[src/rtl/mux_pkg.sv]
// Shared types and helpers for the N:1 registered scanning multiplexer.
package mux_pkg;

  typedef enum logic {
    MODE_MANUAL = 1'b0,
    MODE_SCAN   = 1'b1
  } mux_mode_e;

  typedef enum logic {
    ST_MANUAL = 1'b0,
    ST_SCAN   = 1'b1
  } mux_state_e;

  // Width of a channel index; never narrower than one bit.
  function automatic int clog2_min1(input int n);
    return (n <= 2) ? 1 : $clog2(n);
  endfunction

endpackage

[src/rtl/mux_scan_ctrl.sv]
// Channel sequencing for mux_nto1_scan: manual/scan FSM, dwell counting and channel skip.
// Optional MUX_CHANNEL_MASK_EN adds ch_mask; otherwise every channel is enabled.
module mux_scan_ctrl
  import mux_pkg::*;
#(
  parameter int  NUM_CH  = 4,
  parameter int  DWELL_W = 8,
  localparam int SEL_W   = clog2_min1(NUM_CH)
) (
  input  logic               clk,
  input  logic               rst,
  input  logic               mode,
  input  logic [SEL_W-1:0]   sel,
  input  logic [DWELL_W-1:0] dwell,
`ifdef MUX_CHANNEL_MASK_EN
  input  logic [NUM_CH-1:0]  ch_mask,
`endif
  input  logic               load,
  output logic [SEL_W-1:0]   act_ch,
  output logic               cap_en
);

  mux_state_e         state_q, state_d;
  logic [SEL_W-1:0]   cur_ch_q, cur_ch_d;
  logic [DWELL_W-1:0] dwell_cnt_q, dwell_cnt_d;
  logic [NUM_CH-1:0]  mask_s;
  logic [SEL_W-1:0]   scan_idx_s, adv_idx_s, first_s;
  logic               any_en_s, sel_ok_s;

`ifdef MUX_CHANNEL_MASK_EN
  assign mask_s = ch_mask;
`else
  assign mask_s = {NUM_CH{1'b1}};
`endif

  // First enabled channel at (incl=1) or after idx, wrapping; idx itself if none enabled.
  function automatic logic [SEL_W-1:0] find_next(input logic [SEL_W-1:0] idx,
                                                 input logic [NUM_CH-1:0] en,
                                                 input logic incl);
    logic [SEL_W-1:0] above, lowest;
    logic             above_ok, any_ok;
    above = idx; lowest = idx; above_ok = 1'b0; any_ok = 1'b0;
    for (int k = NUM_CH - 1; k >= 0; k--) begin
      if (en[k] && ((SEL_W'(k) > idx) || (incl && (SEL_W'(k) == idx)))) begin
        above    = SEL_W'(k);
        above_ok = 1'b1;
      end else begin
        above_ok = above_ok;
      end
      if (en[k]) begin
        lowest = SEL_W'(k);
        any_ok = 1'b1;
      end else begin
        any_ok = any_ok;
      end
    end
    return above_ok ? above : (any_ok ? lowest : idx);
  endfunction

  assign any_en_s   = |mask_s;
  assign scan_idx_s = find_next(cur_ch_q, mask_s, 1'b1);
  assign adv_idx_s  = find_next(scan_idx_s, mask_s, 1'b0);
  assign first_s    = find_next({SEL_W{1'b0}}, mask_s, 1'b1);

  // Manual select is usable only when in range and enabled.
  always_comb begin
    sel_ok_s = 1'b0;
    for (int k = 0; k < NUM_CH; k++) begin
      if ((sel == SEL_W'(k)) && mask_s[k]) begin
        sel_ok_s = 1'b1;
      end else begin
        sel_ok_s = sel_ok_s;
      end
    end
  end

  // Next-state and scan position; scan counters move only on an actual capture.
  always_comb begin
    state_d     = (mode == logic'(MODE_SCAN)) ? ST_SCAN : ST_MANUAL;
    cur_ch_d    = cur_ch_q;
    dwell_cnt_d = dwell_cnt_q;
    act_ch      = sel;
    cap_en      = 1'b0;
    case (state_q)
      ST_MANUAL: begin
        act_ch = sel;
        cap_en = sel_ok_s;
        if (state_d == ST_SCAN) begin
          cur_ch_d    = first_s;
          dwell_cnt_d = {DWELL_W{1'b0}};
        end else begin
          cur_ch_d    = cur_ch_q;
        end
      end
      ST_SCAN: begin
        act_ch = scan_idx_s;
        cap_en = any_en_s;
        if (load && any_en_s) begin
          // ">=" so a dwell lowered below the running count advances at once.
          if (dwell_cnt_q >= dwell) begin
            cur_ch_d    = adv_idx_s;
            dwell_cnt_d = {DWELL_W{1'b0}};
          end else begin
            cur_ch_d    = scan_idx_s;
            dwell_cnt_d = dwell_cnt_q + DWELL_W'(1);
          end
        end else begin
          cur_ch_d = cur_ch_q;
        end
      end
      default: begin
        state_d = ST_MANUAL;
      end
    endcase
  end

  // State, channel and dwell registers.
  always_ff @(posedge clk or posedge rst) begin
    if (rst) begin
      state_q     <= ST_MANUAL;
      cur_ch_q    <= {SEL_W{1'b0}};
      dwell_cnt_q <= {DWELL_W{1'b0}};
    end else begin
      state_q     <= state_d;
      cur_ch_q    <= cur_ch_d;
      dwell_cnt_q <= dwell_cnt_d;
    end
  end

endmodule

[src/rtl/mux_nto1_scan.sv]
// Registered N-channel, W-bit multiplexer with auto-scan and valid/ready output.
// Optional MUX_CHANNEL_MASK_EN adds a per-channel enable mask (ch_mask).
module mux_nto1_scan
  import mux_pkg::*;
#(
  parameter int  NUM_CH  = 4,
  parameter int  DATA_W  = 8,
  parameter int  DWELL_W = 8,
  localparam int SEL_W   = clog2_min1(NUM_CH)
) (
  input  logic                     clk,
  input  logic                     rst,
  input  logic                     mode,
  input  logic [SEL_W-1:0]         sel,
  input  logic [DWELL_W-1:0]       dwell,
  input  logic [NUM_CH*DATA_W-1:0] ch_in,
`ifdef MUX_CHANNEL_MASK_EN
  input  logic [NUM_CH-1:0]        ch_mask,
`endif
  output logic [DATA_W-1:0]        out_data,
  output logic [SEL_W-1:0]         out_ch,
  output logic                     out_valid,
  input  logic                     out_ready
);

  logic [DATA_W-1:0] out_data_q, out_data_d, sel_data_s;
  logic [SEL_W-1:0]  out_ch_q, out_ch_d, act_ch_s;
  logic              out_valid_q, out_valid_d;
  logic              load_s, cap_en_s;

  assign load_s = !out_valid_q || out_ready;

  mux_scan_ctrl #(
    .NUM_CH  (NUM_CH),
    .DWELL_W (DWELL_W)
  ) u_ctrl (
    .clk     (clk),
    .rst     (rst),
    .mode    (mode),
    .sel     (sel),
    .dwell   (dwell),
`ifdef MUX_CHANNEL_MASK_EN
    .ch_mask (ch_mask),
`endif
    .load    (load_s),
    .act_ch  (act_ch_s),
    .cap_en  (cap_en_s)
  );

  // Bounded channel select; an out-of-range index yields zero rather than X.
  always_comb begin
    sel_data_s = {DATA_W{1'b0}};
    for (int k = 0; k < NUM_CH; k++) begin
      if (act_ch_s == SEL_W'(k)) begin
        sel_data_s = ch_in[k*DATA_W +: DATA_W];
      end else begin
        sel_data_s = sel_data_s;
      end
    end
  end

  // Output slice: capture on a free slot, otherwise hold the pending word.
  always_comb begin
    out_data_d  = out_data_q;
    out_ch_d    = out_ch_q;
    out_valid_d = out_valid_q;
    if (load_s) begin
      if (cap_en_s) begin
        out_data_d  = sel_data_s;
        out_ch_d    = act_ch_s;
        out_valid_d = 1'b1;
      end else begin
        out_valid_d = 1'b0;
      end
    end else begin
      out_valid_d = out_valid_q;
    end
  end

  // Output registers.
  always_ff @(posedge clk or posedge rst) begin
    if (rst) begin
      out_data_q  <= {DATA_W{1'b0}};
      out_ch_q    <= {SEL_W{1'b0}};
      out_valid_q <= 1'b0;
    end else begin
      out_data_q  <= out_data_d;
      out_ch_q    <= out_ch_d;
      out_valid_q <= out_valid_d;
    end
  end

  assign out_data  = out_data_q;
  assign out_ch    = out_ch_q;
  assign out_valid = out_valid_q;

endmodule

[config.mk]
export PLATFORM = sky130hd
export DESIGN_NAME = mux_nto1_scan
export DESIGN_NICKNAME = d
export VERILOG_FILES = /design/src/rtl/mux_pkg.sv /design/src/rtl/mux_scan_ctrl.sv /design/src/rtl/mux_nto1_scan.sv
export SDC_FILE = /design/constraint.sdc
export NUM_CORES = 1
export LEC_CHECK = 0
export CORE_UTILIZATION = 30
export DETAILED_ROUTE_END_ITERATION = 7
export PLACE_DENSITY_LB_ADDON = 0.1
export SLEW_MARGIN = 5
export SYNTH_ARGS = -nofsm -noshare
export SYNTH_HDL_FRONTEND = slang
export SYNTH_HIERARCHICAL = 1
export SYNTH_SLANG_ARGS = --single-unit
[constraint.sdc]
create_clock -name clk -period 3.05 [get_ports clk]
set_clock_uncertainty 0.15 [all_clocks]
set_input_delay 0.305 -clock clk [delete_from_list [all_inputs] [get_ports clk]]
set_output_delay 0.305 -clock clk [all_outputs]
set_load 0.05 [all_outputs]
# [Word level (Yosys, flattened, before mapping)]
# Index checks and enable logic that the tools add are counted.
[word_totals] register_bits=22 inputBits=46 out_inout_bits=11 wordCells=77
[op_classes] n_addsub=1 n_lt_le_gt_ge=9 eq_ne=11 muxes=38 bitwise=1 reduce_logical=11
[ops] op="8-bit two-way mux" n=7
[ops] op="2-bit two-way mux" n=13
[ops] op="8-bit case mux with 2 select lines" n=1
[ops] op="1-bit two-way mux" n=14
[ops] op="8-bit by 1-bit adder with 8-bit output (second input constant)" n=1
[ops] op="2-bit == test (second input constant)" n=4
[ops] op="8-bit >= comparator" n=1
[ops] op="1-bit by 2-bit greater-than comparator with 1-bit output (first input constant)" n=4
[ops] op="2-bit greater-than comparator (first input constant)" n=4
[ops] op="2-bit case mux with 2 select lines" n=2
[ops] op="2-bit logical NOT" n=3
[ops] op="1-bit logical OR" n=5
[ops] op="2-bit by 1-bit == test with 1-bit output (second input constant)" n=2
[ops] op="2-bit == test (first input constant)" n=2
[ops] op="2-bit AND reduction" n=2
[ops] op="1-bit by 2-bit == test with 1-bit output (first input constant)" n=1
[ops] op="2-bit by 1-bit != test with 1-bit output (second input constant)" n=1
[ops] op="2-bit != test (second input constant)" n=1
[ops] op="1-bit case mux with 2 select lines" n=1
[ops] op="1-bit logical NOT" n=1
[ops] op="1-bit inverter" n=1

# [Depth between registers and ports, before layout]
[logic_depth] ltp_word=16 mapped_depth=7 mapped_depth_nobuf=7

# [Cells and area by module]
# Netlist, hierarchy kept.
[modules_own_cells] module="mux_scan_ctrl" n_inst=1 cells_each=98 area_each_um2=882.1 seq_area_each_um2=275.3
[modules_own_cells] module="mux_nto1_scan" n_inst=1 cells_each=35 area_each_um2=603.1 seq_area_each_um2=275.3

# [Worst setup path after synthesis]
# Ideal clock, no wire load.
[synth_timing] path_type="reg2reg" from="register u_ctrl.dwell_cnt_q[7]" to="register u_ctrl.dwell_cnt_q[4]" setup_time_ps=65 arrival_time_ps=1995 required_time_ps=2835 slack_ps=840 path_stages_with_launch=7 n_path_buf=0 synth_period_minus_slack_ps=2210 path_cell_list="dfrtp_1 -> ha_1 -> and3_4 -> a221o_2 -> or4_1 -> a21oi_1 -> a21o_1"
[synth_between] elab_chain_cells=4
[synth_lines] item="start: declaration" line="mux_scan_ctrl.sv:25" rtl="logic [DWELL_W-1:0] dwell_cnt_q, dwell_cnt_d;"
[synth_lines] item="start signal: assignment" line="mux_scan_ctrl.sv:122" rtl="dwell_cnt_q <= {DWELL_W{1'b0}};"
[synth_lines] item="start signal: assignment" line="mux_scan_ctrl.sv:126" rtl="dwell_cnt_q <= dwell_cnt_d;"
[synth_lines] item="8-bit >= comparator" line="mux_scan_ctrl.sv:100" rtl="if (dwell_cnt_q >= dwell) begin"
[synth_lines] item="8-bit two-way mux" line="mux_scan_ctrl.sv:100"
[synth_lines] item="8-bit two-way mux" line="mux_scan_ctrl.sv:98" rtl="if (load && any_en_s) begin"
[synth_lines] item="8-bit case mux with 2 select lines" line="mux_scan_ctrl.sv:84" rtl="case (state_q)"
# No other way between the ends. The select of a mux whose other input is x is not followed.
# A chain may end at the register's enable or synchronous reset.

# [Worst setup path in the final report]
[layout_timing] from="input dwell[7]" to="register u_ctrl.dwell_cnt_q[4]"
[layout_between] elab_chain_cells=4
[layout_lines] item="start: declaration" line="mux_nto1_scan.sv:15" rtl="input logic [DWELL_W-1:0] dwell,"
[layout_lines] item="8-bit >= comparator" line="mux_scan_ctrl.sv:100"
[layout_lines] item="8-bit two-way mux" line="mux_scan_ctrl.sv:100"
[layout_lines] item="8-bit two-way mux" line="mux_scan_ctrl.sv:98"
[layout_lines] item="8-bit case mux with 2 select lines" line="mux_scan_ctrl.sv:84"
# No other way between the ends. The select of a mux whose other input is x is not followed.

==> metrics.log <==
[metrics] run status: complete, no violations
[metrics] I/O pin count: 57
[metrics] remaining max-slew budget at the tightest pin: 0.645
[metrics] first-pass iteration count of the detailed router: 4
[metrics] vias per inst: roughly 4.7
[metrics] wire length of the first global-routing pass: around 5800 um
[metrics] flops & latches, synth: 22
[metrics] number of different library cells in the post-synthesis netlist: 37
[metrics] antenna fix cells: 0
[metrics] starting density of the core: 0.312
[metrics] Synth warnings: 6
[metrics] count of flip-flops with a built-in enable after synthesis: 0
[metrics] Worst EP arrival: 2520 ps
[metrics] number of nets in the final layout: about 250
[metrics] final weighted congestion of routability-driven global placement: just under 0.8
[metrics] beginning of the worst register-to-register path: u_ctrl/dwell_cnt_q[5]
[metrics] number of CTS-inserted buffers: 3
[metrics] power per standard cell area: 415 nW/um2
[metrics] worst ir drop on vdd: around 310 uV
[metrics] pins over their slew limit: 0
[metrics] DRC violation count after routing: 0
[metrics] total number of vias: approximately 1200
[metrics] number of gates given a new drive strength after cts: 0
[metrics] per-instance average area after synthesis: roughly 11 um2
[metrics] maximum cell stage delay along the critical path: roughly 520 ps
[metrics] overall fraction of global-route tracks in use: 0.144
[metrics] path type of the worst min-delay path: in -> async
[metrics] final antenna-violating net count: 0
[metrics] initial antenna violation count: 0
[metrics] overall overflow remaining after global route: 0
[metrics] via count of the first global-routing pass: 1238
[metrics] Routed wire per std cell: roughly 13 um
[metrics] floorplan core area: between 4000 and 5000 um2
[metrics] post-synth net total: approximately 190
[metrics] post-route design area: 2150 um2
[metrics] FMAX: roughly 410 MHz
[metrics] Async SR Flop Fraction: 1.00
[metrics] # clock sinks: 22
[metrics] crit path cell chain: clkdlybuf4s50_1 -> inv_1 -> ha_1 -> and3_4 -> a221o_2 -> or4_1 -> a21oi_1 -> a21o_1
[metrics] buffer type at the clock tree root: clkbuf_8
[metrics] synthesis-to-finish area growth: 44.7%
[metrics] Clock Latency Late Sink: between 200 and 300 ps
[metrics] Post-CTS Setup Repair Bufs: 0
[metrics] pin slew with the least headroom to its limit: between 500 and 600 ps
[metrics] cell row count: 25
[metrics] die height: 72.4 um
[metrics] post-route core utilization: 0.452
[metrics] proportion of layout cells with a drive suffix above 1: 0.148
[metrics] register area share after synthesis: 0.371
[metrics] buffer levels on the longest clock path: 2
[metrics] detailed placement HPWL: approximately 2700 um
[metrics] critical path launch point: dwell[7]
[metrics] final routed wirelength across all metal layers: roughly 3300 um
[metrics] area after detailed placement: about 2100 um2
[metrics] Initial DRC Count: 47
[metrics] CTS Hold Bufs: 0
[metrics] data required time of the critical path: around 3100 ps
[metrics] Netlist Area Pre-Place: 1490 um2
[metrics] CP Max Fanout: 9
[metrics] # H-tree levels: 1
[metrics] Crit Path Class: in -> reg
[metrics] TritonCTS clock tree: yes
[metrics] pin count of the biggest net entering global routing: 12
[metrics] Worst Setup End Kind: register
[metrics] port buffer count: 56
[metrics] startpoint class of the critical path: input port
[metrics] area of the die: ~5200 um2
[metrics] Post-synth top flop: dfrtp_1
[metrics] clock transition time at the flip-flop clock pins of the worst setup and hold paths: roughly 80 ps
[metrics] critical-path cell with the highest stage delay: or4_1
[metrics] static leakage: between 0.9 and 1 nW
[metrics] synthesized instance count: between 100 and 150
[metrics] setup_tns: 0 ps
[metrics] Final Critical Period: between 2000 and 2500 ps
[metrics] RSZ-0062 raised after global routing: false
[metrics] final count of hold timing violations: 0
[metrics] crit share post-route: 0.807
[metrics] number of endpoints failing setup at the final stage: 0
[metrics] number of max-capacitance violations reported: 0
[metrics] chip width: about 72 um
[metrics] fillcell total: around 460
-- report_power, final --
part           switching (W)  internal, W
logic               0.000181     0.000171
registers          0.0000320     0.000331
clock network      0.0000876    0.0000880
-- kinds of logic (layout without fill, tap and decap cells) --
family,count (synthesis),after routing,share of synthesized area
AND/OR/NAND/NOR,37,37,0.136
flip-flops,22,22,0.371
AO/OA/AOI/OAI,21,21,0.110
multiplexers,20,20,0.212
buffers and inverters,18,74,0.0556
adder cells (fa/ha/maj),12,12,0.101
XOR/XNOR,2,2,0.0118
other,1,1,0.00252
-- worst max-delay path: cells and delay by family --
kind | cells | cell delay [ps]
simple gates | 2 | 710
fa+ha+maj | 1 | 310
compound gates | 3 | 700
buf+inv | 2 | 490
-- through the flow --
stage / power (W) / cells / setup slack [ps] / hold slack [ps]
floorplan: 0.000584 / 133 / 840 / 7.44
global placement: 0.000719 / 253 / 372 / 340
detailed placement: 0.000725 / 253 / 328 / 348
CTS: 0.000906 / 256 / 607 / 232
global route: 0.000954 / 256 / 513 / 265
finish: 0.000891 / 256 / 589 / 216
-- placed cells by master, fill, tap and decap left out, drive strengths merged, types with 2 or more instances in the layout --
| cell type | Yosys | layout |
|---|---|---|
| mux4 | 8 | 8 |
| inv | 14 | 14 |
| dfrtp | 22 | 22 |
| or4 | 2 | 2 |
| mux2 | 12 | 12 |
| a21oi | 3 | 3 |
| o211ai | 2 | 2 |
| a21o | 4 | 4 |
| nand3 | 5 | 5 |
| nand4 | 2 | 2 |
| nand2 | 9 | 9 |
| and3 | 3 | 3 |
| nor2 | 3 | 3 |
| nor3 | 3 | 3 |
| o21ai | 5 | 5 |
| a221o | 2 | 2 |
| clkbuf | 0 | 3 |
| clkdlybuf4s50 | 0 | 56 |
| or3 | 2 | 2 |
| ha | 12 | 12 |
| nand2b | 4 | 4 |
-- synth_stat cells, drive strengths merged (2+ instances only) --
master	n	area, um2
nor2	3	11.3
a221o	2	21.3
a21o	4	30.0
a21oi	3	15.0
or3	2	12.5
buf	4	30.0
mux4	8	180
o211ai	2	15.0
and3	3	23.8
nand2	9	33.8
nor3	3	15.0
or4	2	15.0
nand4	2	12.5
nand3	5	25.0
inv	14	52.6
o21ai	5	25.0
ha	12	150
dfrtp	22	551
mux2	12	135
nand2b	4	25.0
-- flip-flops by register name (all words and copies together), names as in the netlist --
| name | flops |
|---|---|
| u_ctrl/dwell_cnt_q | 8 |
| out_valid | 1 |
| u_ctrl/cur_ch_q | 2 |
| u_ctrl/state_q | 1 |
| out_data | 8 |
| out_ch | 2 |
-- cell type report --
class | instances | area, um2 | area share
Multi-Input combinational cell | 93 | 852 | 0.397
Timing Repair Buffer | 57 | 568 | 0.264
Sequential cell | 22 | 551 | 0.256
Tap cell | 67 | 83.8 | 0.0390
Inverter | 14 | 52.6 | 0.0245
Clock buffer | 3 | 41.3 | 0.0192
-- per-layer routing --
metal / GRT usage / part of all wire
met1: 0.183 / 0.43
met3: 0.0431 / 0.055
met4: 0.0261 / 0.0052
met5: 0 / 0
met2: 0.246 / 0.51
-- worst paths after layout --
check	endpoint	slack [ps]	cells past startpoint
min reg2reg	out_ch[0]	360	1
max in group asynchronous	u_ctrl/dwell_cnt_q[1]	2210	2
max	u_ctrl/dwell_cnt_q[4]	590	8
min	out_data[5]	220	2
min in group clk	out_ch[0]	360	1
max reg2reg	u_ctrl/dwell_cnt_q[4]	710	6
Power figures use the tool's default switching activity.
